File: src/rtl/uart_tx_arbiter.sv
// Arbitrates N_REQ byte requesters onto a single usart transmitter using the Tx_RDY / n_WR handshake.
// Round-robin by default; defining UART_ARB_FIXED_PRIO_EN selects fixed priority (lowest index wins).
module uart_tx_arbiter #(
  parameter int N_REQ      = 4,
  parameter int TMO_CYCLES = 16
) (
  input  logic               CLK50M,
  input  logic               RST,
  input  logic [N_REQ-1:0]   REQ,
  input  logic [8*N_REQ-1:0] REQ_DATA,
  output logic [N_REQ-1:0]   GNT,
  input  logic               Tx_RDY,
  output logic [7:0]         DATA_IN,
  output logic               n_WR,
  output logic               BUSY,
  output logic [2:0]         LAST_GNT,
  output logic               ERR
);

  localparam int TW = $clog2(TMO_CYCLES + 1);

  typedef enum logic [1:0] {IDLE, WRITE, WAIT_BUSY, WAIT_DONE} state_t;

  state_t          state;
  logic [TW-1:0]   tmo_cnt;
  logic            win_found;
  logic [2:0]      win_idx;
  logic [7:0]      win_data;
  logic [N_REQ-1:0] win_oh;

  // Winner selection: the lowest active index is the fixed-priority answer and also the
  // wrap-around fallback for round-robin when nothing above LAST_GNT is requesting.
  always_comb begin
    // NOTE: every variable gets a default before any conditional write, so no latch is inferred.
    win_found = 1'b0;
    win_idx   = '0;
    win_data  = '0;
    win_oh    = '0;
    for (int i = 0; i < N_REQ; i++) begin
      if (!win_found && REQ[i]) begin
        win_found = 1'b1;
        win_idx   = 3'(i);
        win_data  = REQ_DATA[8*i +: 8];
        win_oh    = '0;
        win_oh[i] = 1'b1;
      end
    end
`ifdef UART_ARB_FIXED_PRIO_EN
`else
    begin : rr_search
      logic hi_found;
      hi_found = 1'b0;
      for (int i = 0; i < N_REQ; i++) begin
        if (!hi_found && REQ[i] && (3'(i) > LAST_GNT)) begin
          hi_found  = 1'b1;
          win_idx   = 3'(i);
          win_data  = REQ_DATA[8*i +: 8];
          win_oh    = '0;
          win_oh[i] = 1'b1;
        end
      end
    end
`endif
  end

  always_ff @(posedge CLK50M or posedge RST) begin
    if (RST) begin
      state    <= IDLE;
      GNT      <= '0;
      n_WR     <= 1'b1;
      DATA_IN  <= 8'h00;
      BUSY     <= 1'b0;
      ERR      <= 1'b0;
      tmo_cnt  <= '0;
      LAST_GNT <= 3'(N_REQ - 1);
    end else begin
      // NOTE: non-blocking assignments only, so every register samples pre-edge values.
      GNT  <= '0;
      n_WR <= 1'b1;
      ERR  <= 1'b0;
      case (state)
        IDLE: begin
          if (win_found && Tx_RDY) begin
            GNT      <= win_oh;
            n_WR     <= 1'b0;
            DATA_IN  <= win_data;
            LAST_GNT <= win_idx;
            BUSY     <= 1'b1;
            state    <= WRITE;
          end
        end
        WRITE: begin
          tmo_cnt <= '0;
          state   <= WAIT_BUSY;
        end
        WAIT_BUSY: begin
          if (!Tx_RDY) begin
            state <= WAIT_DONE;
          end else begin
            tmo_cnt <= tmo_cnt + 1'b1;
            // The usart never acknowledged the write; give up so other requesters are not blocked.
            if (tmo_cnt == TW'(TMO_CYCLES - 1)) begin
              ERR   <= 1'b1;
              BUSY  <= 1'b0;
              state <= IDLE;
            end
          end
        end
        WAIT_DONE: begin
          if (Tx_RDY) begin
            BUSY  <= 1'b0;
            state <= IDLE;
          end
        end
        default: begin
          BUSY  <= 1'b0;
          state <= IDLE;
        end
      endcase
    end
  end

endmodule

File: config.mk
export PLATFORM = sky130hd
export DESIGN_NAME = uart_tx_arbiter
export DESIGN_NICKNAME = d
export VERILOG_FILES = /design/src/rtl/uart_tx_arbiter.sv
export SDC_FILE = /design/constraint.sdc
export NUM_CORES = 1
export LEC_CHECK = 0
export ABC_AREA = 0
export BUFFER_PORTS_ARGS = -buffer_cell sky130_fd_sc_hd__buf_2
export CELL_PAD_IN_SITES_DETAIL_PLACEMENT = 2
export CELL_PAD_IN_SITES_GLOBAL_PLACEMENT = 2
export CORE_MARGIN = 2
export CORE_UTILIZATION = 31
export CTS_BUF_LIST = sky130_fd_sc_hd__clkbuf_8
export DETAILED_ROUTE_END_ITERATION = 10
export PLACE_DENSITY = 0.93
export SYNTH_ARGS = -nofsm -noshare
export SYNTH_HDL_FRONTEND = slang
export SYNTH_SLANG_ARGS = --single-unit
File: constraint.sdc
create_clock -name CLK50M -period 4.7 [get_ports CLK50M]
set_clock_uncertainty 0.05 [all_clocks]
set_input_delay 0.94 -clock CLK50M [delete_from_list [all_inputs] [get_ports CLK50M]]
set_output_delay 0.94 -clock CLK50M [all_outputs]
set_load 0.02 [all_outputs]
==> flow_metrics.env, run 1 <==
export IMPL_worst_ep_required_time_ns=4.80
export IMPL_synth_top_family_by_area="compound AO/OA/AOI/OAI gates"
export IMPL_preCtsSetupSlack_ns=1.720
export IMPL_finalInstanceArea_mm2=0.002037
export IMPL_cp_top_family="buffers and inverters"
export IMPL_slowest_delay_ns=0.49
export IMPL_pwr_share_comb_pct=48.7
export IMPL_p_per_area_mw_per_mm2=489.1
export IMPL_hold_buffers=0
export IMPL_placementRows=27
export IMPL_drive_gt1_share_pct=28.40
export IMPL_path_cells="buf_2 -> nor2_4 -> a21oi_1 -> and2_1 -> clkinv_2 -> a21oi_1 -> a21oi_1"
export IMPL_syn_area_mm2=0.001717
export IMPL_power_switching_mw=0.4716
export IMPL_yosys_area_share_simple_pct=15.38
export IMPL_grt_ovfl_total=0
export IMPL_finalSetupViolCount=0
export IMPL_grt_pass1_wl_mm=9.791
export IMPL_ff_latch_area_um2=604.3
export IMPL_maxSlewViolCount=0
export IMPL_wl_per_cell_um=17.85
export IMPL_syn_inst=211
export IMPL_post_cts_buffers=0
export IMPL_cts_resized=0
export IMPL_multiInputGateArea_um2=972.2
export IMPL_synthAdderAreaFrac_pct=1.458
export IMPL_cp_max_fo=27
export IMPL_first_global_vias=1952
export IMPL_start_kind="primary input"
export IMPL_clock_sinks=24
export IMPL_total_power_mw=0.9962
export IMPL_initial_utilization_pct=31.56
export IMPL_seq_area_frac_synth_pct=35.20
export IMPL_worstMarginPinSlew_ns=0.9116
export IMPL_die_area_mm2=0.006149
export IMPL_firstDrtPassIters=4
export IMPL_ios=57
export IMPL_routed_via_density=5.459
export IMPL_fin_util_pct=37.45
export IMPL_final_nets=299
export IMPL_rsz0062_at_grt="false"
export IMPL_yosysWarnings=0
export IMPL_placed_area_mm2=0.001992
export IMPL_yosys_area_share_xor_xnor_pct=0
export IMPL_cp_num_buf_inv=2
export IMPL_final_setup_tns_ns=0
export IMPL_grtUsageTotal_pct=19.88
export IMPL_postRouteAntennaNets=0
export IMPL_layout_min_cycle_time_ns=2.701
export IMPL_synth_nets=252
export IMPL_instances_no_fill=329
export IMPL_numCtsBuffers=3
export IMPL_cts_tree="yes"
export IMPL_post_route_drc_count=0
export IMPL_drv_cap=0
export IMPL_p_int_mw=0.5246
export IMPL_dp_cells=325
export IMPL_wl_mm=5.872
export IMPL_area_delta_synth_final_pct=18.66
export IMPL_crit_top_cell="a21oi_1"
export IMPL_dieWidth_um=78.42
export IMPL_hold_depth=2
export IMPL_arrival_ns=2.80
export IMPL_hold_viol_final=0
export IMPL_die_h_um=78.42
export IMPL_insertion_delay_ns=0.27
export IMPL_r2r_cells=6
export IMPL_max_slew_margin_pct=39.16
export IMPL_cp_depth=7
export IMPL_endpoint_kind="flip-flop"
export IMPL_htree_levels=1
export IMPL_cts_max_path_buffers=2
export IMPL_io_buffers=55
export IMPL_clkTransAtPathRegs_ns=0.09
export IMPL_coreArea_mm2=0.005439
export IMPL_detail_route_iter0_violations=62
export IMPL_min_path_type="flip-flop to flip-flop"
export IMPL_fillers=656
export IMPL_synth_area_mux_share_pct=2.988
export IMPL_leakagePower_nw=0.9178
export IMPL_finalWorstSetupSlack_ns=1.999
export IMPL_synth_seq_cells=24
export IMPL_swShare_pct=47.34
export IMPL_run_status="finished, final reports clean"
export IMPL_antennaDiodeCount=0
export IMPL_holdWs_ns=0.4792
export IMPL_synth_compound_area_share_pct=36.59
export IMPL_clkPwrFrac_pct=12.6
export IMPL_finalCritPeriodShare_pct=57.48
export IMPL_ys_types=42
export IMPL_grt_max_degree=28
export IMPL_ir_worst_vdd_mv=0.1926
export IMPL_syn_mean_instance_area_um2=8.136
export IMPL_vias=1796
export IMPL_max_freq_ghz=0.3702
export IMPL_worstSetupPathType="primary input to flip-flop"
export IMPL_antenna_found_initial=0
export IMPL_pwr_share_seq_pct=38.7
export IMPL_slowest_stage="and2_1"
export IMPL_gp_congestion=0.7704
export IMPL_dp_final_hpwl_mm=4.540
export IMPL_root_buffer="clkbuf_8"
[worst reg2reg max path, cell delays in order, from the launching register on]
cell,delay [ns]
dfrtp_1,0.48
nand2b_4,0.22
a21oi_1,0.17
and2_1,0.49
clkinv_2,0.30
a21oi_1,0.20
a21oi_1,0.09
[layer usage]
metal | wire [µm] | vias to the layer above | global-route usage, % | part of all wire [%]
met3 | 247 | 8 | 3.908 | 4.2
met4 | 69 | 0 | 4.035 | 1.2
met1 | 2642 | 882 | 26.14 | 45
li1 | - | 859 | - | -
met5 | 0 | - | 0 | 0
met2 | 2912 | 47 | 34.05 | 50
[worst paths after layout]
kind | start | to | slack, ns
max in group asynchronous | RST | DATA_IN[3]$_DFFE_PP0P_ | 3.24
min in group asynchronous | RST | DATA_IN[7]$_DFFE_PP0P_ | 0.80
setup / recovery | REQ[2] | DATA_IN[1]$_DFFE_PP0P_ | 2.00
hold / removal | DATA_IN[7]$_DFFE_PP0P_ | DATA_IN[7]$_DFFE_PP0P_ | 0.48
hold reg to reg | DATA_IN[7]$_DFFE_PP0P_ | DATA_IN[7]$_DFFE_PP0P_ | 0.48
setup reg to reg | state[0]$_DFFE_PP0P_ | DATA_IN[1]$_DFFE_PP0P_ | 2.59
[layout by cell type (no fill, tap or decap), drive strengths merged]
cell	Yosys	routed
nand3	8	8
nand4	1	1
or2	1	1
nor3	2	2
nand2b	3	3
o211ai	3	3
o21bai	1	1
o2bb2ai	4	4
nor2b	2	2
and3	3	3
o31ai	1	1
nor2	14	14
and2	2	2
nand2	16	16
a211oi	9	9
ha	2	2
buf	9	56
conb	1	1
inv	10	11
clkinv	1	1
a31oi	2	2
o22ai	4	4
o21ai	31	31
dfstp	3	3
a21oi	33	33
mux2	1	1
a21o	5	5
a221oi	4	4
dfrtp	21	21
clkbuf	5	3
o21a	5	5
mux2i	4	4
[area by class of cell]
type                       instances  share of cell area [%]
clock buffer                       3                   2.027
clock inverter                     1                  0.1843
inverter                          11                   2.088
multi-input combinational        162                   47.73
sequential                        24                   29.67
tap                               72                   4.423
timing repair buffer              56                   13.88
[cells by family after synthesis]
group / Yosys count
multiplexers: 5
AO/OA/AOI/OAI: 102
buffers and inverters: 25
flip-flops: 24
adder cells (fa/ha/maj): 2
AND/OR/NAND/NOR: 52
other: 1
[synthesized netlist by cell type, drive strengths merged]
| master | number | area [µm²] |
|---|---|---|
| o211ai | 3 | 22.52 |
| buf | 9 | 78.82 |
| and2 | 2 | 12.51 |
| o31ai | 1 | 7.510 |
| o21bai | 1 | 18.77 |
| a221oi | 4 | 35.03 |
| clkinv | 1 | 5.000 |
| nand3 | 8 | 40.04 |
| nand2 | 16 | 60.06 |
| nor2 | 14 | 62.56 |
| dfrtp | 21 | 525.5 |
| inv | 10 | 37.54 |
| mux2i | 4 | 40.04 |
| nor3 | 2 | 10.01 |
| or2 | 1 | 6.260 |
| conb | 1 | 3.750 |
| dfstp | 3 | 78.83 |
| o21ai | 31 | 155.2 |
| a21o | 5 | 37.54 |
| nor2b | 2 | 20.02 |
| clkbuf | 5 | 18.77 |
| o21a | 5 | 37.54 |
| nand2b | 3 | 26.27 |
| o2bb2ai | 4 | 35.03 |
| a31oi | 2 | 12.51 |
| nand4 | 1 | 6.260 |
| a211oi | 9 | 72.57 |
| ha | 2 | 25.02 |
| o22ai | 4 | 25.02 |
| and3 | 3 | 20.02 |
| mux2 | 1 | 11.26 |
| a21oi | 33 | 168.9 |
[power groups by stage]
stage | Clock (mW) | Sequential (mW) | Combinational [mW]
after global placement | 0 | 0.386 | 0.464
final | 0.126 | 0.385 | 0.485
after floorplan | 0 | 0.391 | 0.319
after global routing | 0.134 | 0.400 | 0.541
after detailed placement | 0 | 0.389 | 0.489
after CTS | 0.128 | 0.387 | 0.490
[flip-flops by register name (all words and copies together) (netlist names)]
signal    cells
DATA_IN       8
tmo_cnt       5
GNT           4
LAST_GNT      2
state         2
n_WR          1
BUSY          1
ERR           1
Note: power is estimated with default switching activity, not from simulation.
==> run 2, diff against run 1 <==
--- a/config.mk
+++ b/config.mk
@@ -10,10 +10,10 @@
 export CELL_PAD_IN_SITES_DETAIL_PLACEMENT = 2
 export CELL_PAD_IN_SITES_GLOBAL_PLACEMENT = 2
 export CORE_MARGIN = 2
-export CORE_UTILIZATION = 31
+export CORE_UTILIZATION = 29
 export CTS_BUF_LIST = sky130_fd_sc_hd__clkbuf_8
 export DETAILED_ROUTE_END_ITERATION = 10
-export PLACE_DENSITY = 0.93
+export PLACE_DENSITY = 0.88
 export SYNTH_ARGS = -nofsm -noshare
 export SYNTH_HDL_FRONTEND = slang
 export SYNTH_SLANG_ARGS = --single-unit
==> constraint.sdc (replaced) <==
create_clock -name CLK50M -period 2.7 [get_ports CLK50M]
set_clock_uncertainty 0.05 [all_clocks]
set_input_delay 0.54 -clock CLK50M [delete_from_list [all_inputs] [get_ports CLK50M]]
set_output_delay 0.54 -clock CLK50M [all_outputs]
set_load 0.02 [all_outputs]
==> flow_metrics.env, run 2 (synthesis results as in run 1) <==
export IMPL_cts_max_path_buffers=2
export IMPL_cp_max_fo=26
export IMPL_wl_mm=5.856
export IMPL_finalCritPeriodShare_pct=73.52
export IMPL_grtUsageTotal_pct=19.11
export IMPL_hold_buffers=0
export IMPL_cts_resized=0
export IMPL_leakagePower_nw=0.9468
export IMPL_numCtsBuffers=3
export IMPL_power_switching_mw=0.8103
export IMPL_instances_no_fill=336
export IMPL_cp_top_family="flip-flops"
export IMPL_placed_area_mm2=0.002026
export IMPL_fin_util_pct=36.06
export IMPL_finalInstanceArea_mm2=0.002097
export IMPL_final_nets=303
export IMPL_finalSetupViolCount=0
export IMPL_grt_ovfl_total=0
export IMPL_slowest_delay_ns=0.86
export IMPL_clkTransAtPathRegs_ns=0.09
export IMPL_antennaDiodeCount=0
export IMPL_final_setup_tns_ns=0
export IMPL_clock_sinks=24
export IMPL_dp_cells=332
export IMPL_min_path_type="primary input to asynchronous set/reset pin"
export IMPL_root_buffer="clkbuf_8"
export IMPL_finalWorstSetupSlack_ns=0.7150
export IMPL_gp_congestion=0.8188
export IMPL_cp_num_buf_inv=1
export IMPL_max_slew_margin_pct=41.54
export IMPL_maxSlewViolCount=0
export IMPL_pwr_share_comb_pct=46.0
export IMPL_worst_ep_required_time_ns=2.11
export IMPL_run_status="finished, final reports clean"
export IMPL_max_flop_register="DATA_IN"
export IMPL_p_int_mw=1.020
export IMPL_cp_depth=1
export IMPL_coreArea_mm2=0.005816
export IMPL_mostFrequentLayoutCells="buf_2, a21oi_1, o21ai_0"
export IMPL_dieWidth_um=80.94
export IMPL_path_cells="buf_2"
export IMPL_post_route_drc_count=0
export IMPL_ir_worst_vdd_mv=0.2988
export IMPL_r2r_cells=5
export IMPL_holdWs_ns=0.3933
export IMPL_routed_via_density=5.423
export IMPL_start_kind="flip-flop"
export IMPL_drive_gt1_share_pct=29.89
export IMPL_rsz0062_at_grt="false"
export IMPL_detail_route_iter0_violations=53
export IMPL_drv_cap=0
export IMPL_ios=57
export IMPL_slowest_stage="dfstp_2"
export IMPL_layout_commonest_cell="buf_2"
export IMPL_placementRows=28
export IMPL_p_per_area_mw_per_mm2=872.9
export IMPL_vias=1822
export IMPL_pwr_share_seq_pct=36.5
export IMPL_max_freq_ghz=0.5038
export IMPL_total_power_mw=1.830
export IMPL_layout_min_cycle_time_ns=1.985
export IMPL_arrival_ns=1.40
export IMPL_preCtsSetupSlack_ns=0.4858
export IMPL_firstDrtPassIters=4
export IMPL_first_global_vias=1959
export IMPL_grt_max_degree=27
export IMPL_initial_utilization_pct=29.52
export IMPL_largest_register_ffs=8
export IMPL_antenna_found_initial=0
export IMPL_htree_levels=1
export IMPL_worstSetupPathType="flip-flop to output port"
export IMPL_cts_tree="yes"
export IMPL_wl_per_cell_um=17.43
export IMPL_area_delta_synth_final_pct=22.16
export IMPL_insertion_delay_ns=0.27
export IMPL_dp_final_hpwl_mm=4.587
export IMPL_postRouteAntennaNets=0
export IMPL_post_cts_buffers=0
export IMPL_io_buffers=55
export IMPL_die_h_um=80.94
export IMPL_swShare_pct=44.27
export IMPL_hold_viol_final=0
export IMPL_clkPwrFrac_pct=17.5
export IMPL_die_area_mm2=0.006551
export IMPL_grt_pass1_wl_mm=9.791
export IMPL_worstMarginPinSlew_ns=0.8760
export IMPL_reg_top3="DATA_IN (8), tmo_cnt (5), GNT (4)"
export IMPL_endpoint_kind="output port"
==> run 2: final timing paths <==
check | from | to | slack (ns)
worst max register to register | LAST_GNT[1]$_DFFE_PP1P_ | DATA_IN[5]$_DFFE_PP0P_ | 0.90
worst max-delay path | LAST_GNT[1]$_DFFE_PP1P_ | LAST_GNT[1] | 0.71
worst min-delay path | RST | tmo_cnt[2]$_DFFE_PP0P_ | 0.39
worst min register to register | DATA_IN[4]$_DFFE_PP0P_ | DATA_IN[4]$_DFFE_PP0P_ | 0.46
min in group CLK50M | DATA_IN[4]$_DFFE_PP0P_ | DATA_IN[4]$_DFFE_PP0P_ | 0.46
max in group asynchronous | RST | LAST_GNT[1]$_DFFE_PP1P_ | 1.55
==> run 2: final cells by class <==
class	instances	area, µm²
tap	75	93.84
clock buffer	3	41.29
timing repair buffer	60	312.8
fill	711	3719
clock inverter	1	30.03
sequential	24	604.3
inverter	11	42.54
multi-input combinational	162	972.2
==> run 2: metal layers <==
| layer | share of wire (%) | GRT usage, % | up-vias |
|---|---|---|---|
| met5 | 0 | 0 | - |
| met4 | 1.3 | 3.390 | 0 |
| met3 | 2.8 | 1.111 | 6 |
| met2 | 52 | 35.95 | 40 |
| met1 | 44 | 24.19 | 904 |
| li1 | - | - | 872 |
==> run 2: power by group through the flow <==
stage / Sequential [mW] / Combinational [mW] / Clock (mW)
2_1_floorplan: 0.681 / 0.556 / 0
3_3_place_gp: 0.663 / 0.811 / 0
3_5_place_dp: 0.675 / 0.851 / 0
4_1_cts: 0.667 / 0.857 / 0.326
5_1_grt: 0.691 / 0.955 / 0.345
6_report: 0.668 / 0.842 / 0.320
==> run 3, diff against run 2 <==
--- a/config.mk
+++ b/config.mk
@@ -5,15 +5,15 @@
 export SDC_FILE = /design/constraint.sdc
 export NUM_CORES = 1
 export LEC_CHECK = 0
-export ABC_AREA = 0
+export ABC_AREA = 1
 export BUFFER_PORTS_ARGS = -buffer_cell sky130_fd_sc_hd__buf_2
 export CELL_PAD_IN_SITES_DETAIL_PLACEMENT = 2
 export CELL_PAD_IN_SITES_GLOBAL_PLACEMENT = 2
 export CORE_MARGIN = 2
-export CORE_UTILIZATION = 29
+export CORE_UTILIZATION = 28
 export CTS_BUF_LIST = sky130_fd_sc_hd__clkbuf_8
 export DETAILED_ROUTE_END_ITERATION = 10
-export PLACE_DENSITY = 0.88
+export PLACE_DENSITY = 0.89
 export SYNTH_ARGS = -nofsm -noshare
 export SYNTH_HDL_FRONTEND = slang
 export SYNTH_SLANG_ARGS = --single-unit
==> constraint.sdc (replaced) <==
create_clock -name CLK50M -period 2.1 [get_ports CLK50M]
set_clock_uncertainty 0.05 [all_clocks]
set_input_delay 0.42 -clock CLK50M [delete_from_list [all_inputs] [get_ports CLK50M]]
set_output_delay 0.42 -clock CLK50M [all_outputs]
set_load 0.02 [all_outputs]
==> flow_metrics.env, run 3 <==
export IMPL_run_status="finished, final reports clean"
export IMPL_yosys_area_top_type_share_pct=30.15
export IMPL_detail_route_iter0_violations=50
export IMPL_clock_sinks=24
export IMPL_use_met3_pct=1.292
export IMPL_numCtsBuffers=3
export IMPL_clkTransAtPathRegs_ns=0.10
export IMPL_layout_commonest_cell="nand2_1"
export IMPL_ios=57
export IMPL_finalCritPeriodShare_pct=88.77
export IMPL_maxSlewViolCount=0
export IMPL_cts_tree="yes"
export IMPL_antennaDiodeCount=0
export IMPL_ys_types=32
export IMPL_min_path_type="primary input to asynchronous set/reset pin"
export IMPL_max_freq_ghz=0.5365
export IMPL_drive_gt1_share_pct=30.51
export IMPL_synth_most_common_cell="nand2_1"
export IMPL_start_kind="flip-flop"
export IMPL_endpoint_kind="flip-flop"
export IMPL_grt_ovfl_total=0
export IMPL_synth_common_cells="nand2_1, inv_1, nand3_1"
export IMPL_drv_cap=0
export IMPL_wl_mm=5.743
export IMPL_worstReg2RegStart="LAST_GNT[0]$_DFFE_PP1P_"
export IMPL_largest_register_ffs=8
export IMPL_synth_enable_flop_cells=0
export IMPL_placed_area_mm2=0.002022
export IMPL_reg2reg_to="DATA_IN[5]$_DFFE_PP0P_"
export IMPL_vias=1776
export IMPL_wl_per_cell_um=15.52
export IMPL_layout_min_cycle_time_ns=1.864
export IMPL_ys_flop_type="dfrtp_1"
export IMPL_yosys_area_share_xor_xnor_pct=0
export IMPL_max_flop_register="DATA_IN"
export IMPL_routed_via_density=4.800
export IMPL_dieWidth_um=82.90
export IMPL_finalInstanceArea_mm2=0.002093
export IMPL_root_buffer="clkbuf_8"
export IMPL_p_per_area_mw_per_mm2=1112
export IMPL_leakagePower_nw=1.174
export IMPL_synth_top_family_by_area="simple AND/OR/NAND/NOR gates"
export IMPL_syn_area_mm2=0.001743
export IMPL_cts_max_path_buffers=2
export IMPL_final_setup_tns_ns=0
export IMPL_finalSetupViolCount=0
export IMPL_grt_busiest_layer="met2"
export IMPL_gp_congestion=0.7787
export IMPL_mostFrequentLayoutCells="nand2_1, buf_2, inv_1"
export IMPL_cts_resized=0
export IMPL_synth_area_mux_share_pct=0.5743
export IMPL_grt_max_degree=25
export IMPL_reg_top3="DATA_IN (8), tmo_cnt (5), GNT (4)"
export IMPL_r2r_setup_slack_ns=0.24
export IMPL_area_delta_synth_final_pct=20.10
export IMPL_die_area_mm2=0.006872
export IMPL_seq_area_frac_synth_pct=34.67
export IMPL_cp_max_fo=11
export IMPL_holdWs_ns=0.1296
export IMPL_dp_final_hpwl_mm=4.656
export IMPL_syn_inst=245
export IMPL_synth_nets=286
export IMPL_placementRows=28
export IMPL_yosysWarnings=0
export IMPL_worst_ep_required_time_ns=2.22
export IMPL_met1_usage_pct=23.72
export IMPL_synth_seq_cells=24
export IMPL_coreArea_mm2=0.005956
export IMPL_hold_viol_final=0
export IMPL_io_buffers=55
export IMPL_synth_top_area_cell="dfrtp_1"
export IMPL_ir_worst_vdd_mv=0.3514
export IMPL_hold_buffers=0
export IMPL_firstDrtPassIters=4
export IMPL_die_h_um=82.90
export IMPL_async_flop_share_pct=100.0
export IMPL_synth_compound_area_share_pct=13.71
export IMPL_htree_levels=1
export IMPL_antenna_found_initial=0
export IMPL_yosys_area_share_simple_pct=34.96
export IMPL_insertion_delay_ns=0.27
export IMPL_synth_area_leaders="dfrtp_1, nand2_1, inv_1"
export IMPL_first_global_vias=2024
export IMPL_postRouteAntennaNets=0
export IMPL_worstSetupPathType="flip-flop to flip-flop"
export IMPL_post_route_drc_count=0
export IMPL_arrival_ns=1.99
export IMPL_synthAdderAreaFrac_pct=1.436
export IMPL_rsz0062_at_grt="false"
export IMPL_post_cts_buffers=0
export IMPL_r2r_cells=9
export IMPL_initial_utilization_pct=29.26
export IMPL_syn_mean_instance_area_um2=7.114
export IMPL_grt_pass1_wl_mm=10.05
export IMPL_grtUsageTotal_pct=17.71
export IMPL_final_nets=337
export IMPL_grt_util_met2_pct=30.87
-- run 3: cell types whose count changed after synthesis, sizes merged, moves of 8 or more --
cell    delta
nand2     +59
inv       +29
a21oi     -24
nand3     +17
a211oi     -9
o21ai      -8
-- run 3: cell type report --
class | instances | area, µm²
well taps | 75 | 93.84
flip-flops and latches | 24 | 604.3
inverters | 39 | 146.4
clock buffers | 3 | 41.29
fillers | 758 | 3862
multi-input cells | 171 | 887.1
repair buffers | 57 | 290.3
clock inverters | 1 | 30.03
-- run 3: routing by layer --
metal / up-vias / routed length, µm
li1: 881 / -
met1: 860 / 2667
met3: 2 / 138
met2: 33 / 2902
met5: - / 0
met4: 0 / 34
-- run 3: report_power, final --
part	total (mW)	internal (mW)	switching [mW]	leakage, nW
combinational	1.15	0.380	0.770	0.839
clock	0.422	0.255	0.166	0.0357
sequential	0.757	0.632	0.125	0.299
total	2.33	1.27	1.06	1.17
-- run 3: cells by family (layout without fill, tap and decap cells) --
kind of cell	after synthesis	in the layout
simple gates	128	128
buf+inv	50	100
compound gates	39	39
flops	24	24
fa+ha+maj	2	2
other cells	1	1
mux	1	1
-- run 3: per-stage QoR --
step / utilization [%] / instances / total power [mW] / setup WS, ns
floorplan: - / 245 / 1.584 / 0.5690
detailed placement: 33.95 / 366 / 1.921 / 0.2314
global route: 35.15 / 370 / 2.526 / 0.1013
global placement: 33.95 / 366 / 1.840 / 0.3085
finish: 35.15 / 370 / 2.328 / 0.2359
CTS: 35.15 / 370 / 2.357 / 0.2142
-- run 3: critical path: stages (launching register included) --
cell and delay (ns):
dfstp_2 0.56, inv_1 0.09, nand2_2 0.08, nand3_2 0.22
buf_4 0.27, o21ai_0 0.07, o21bai_1 0.18, nand2_1 0.10
nand2_1 0.07, nand2_1 0.05
-- run 3: worst max-delay path by stage --
stage	start	to	slack [ns]	cells past startpoint
floorplan	LAST_GNT[0]$_DFFE_PP1P_	DATA_IN[0]$_DFFE_PP0P_	0.57	9
global placement	REQ[1]	DATA_IN[3]$_DFFE_PP0P_	0.31	6
detailed placement	REQ[1]	DATA_IN[3]$_DFFE_PP0P_	0.23	6
CTS	LAST_GNT[0]$_DFFE_PP1P_	DATA_IN[5]$_DFFE_PP0P_	0.21	9
global route	LAST_GNT[0]$_DFFE_PP1P_	DATA_IN[5]$_DFFE_PP0P_	0.10	9
finish	LAST_GNT[0]$_DFFE_PP1P_	DATA_IN[5]$_DFFE_PP0P_	0.24	9
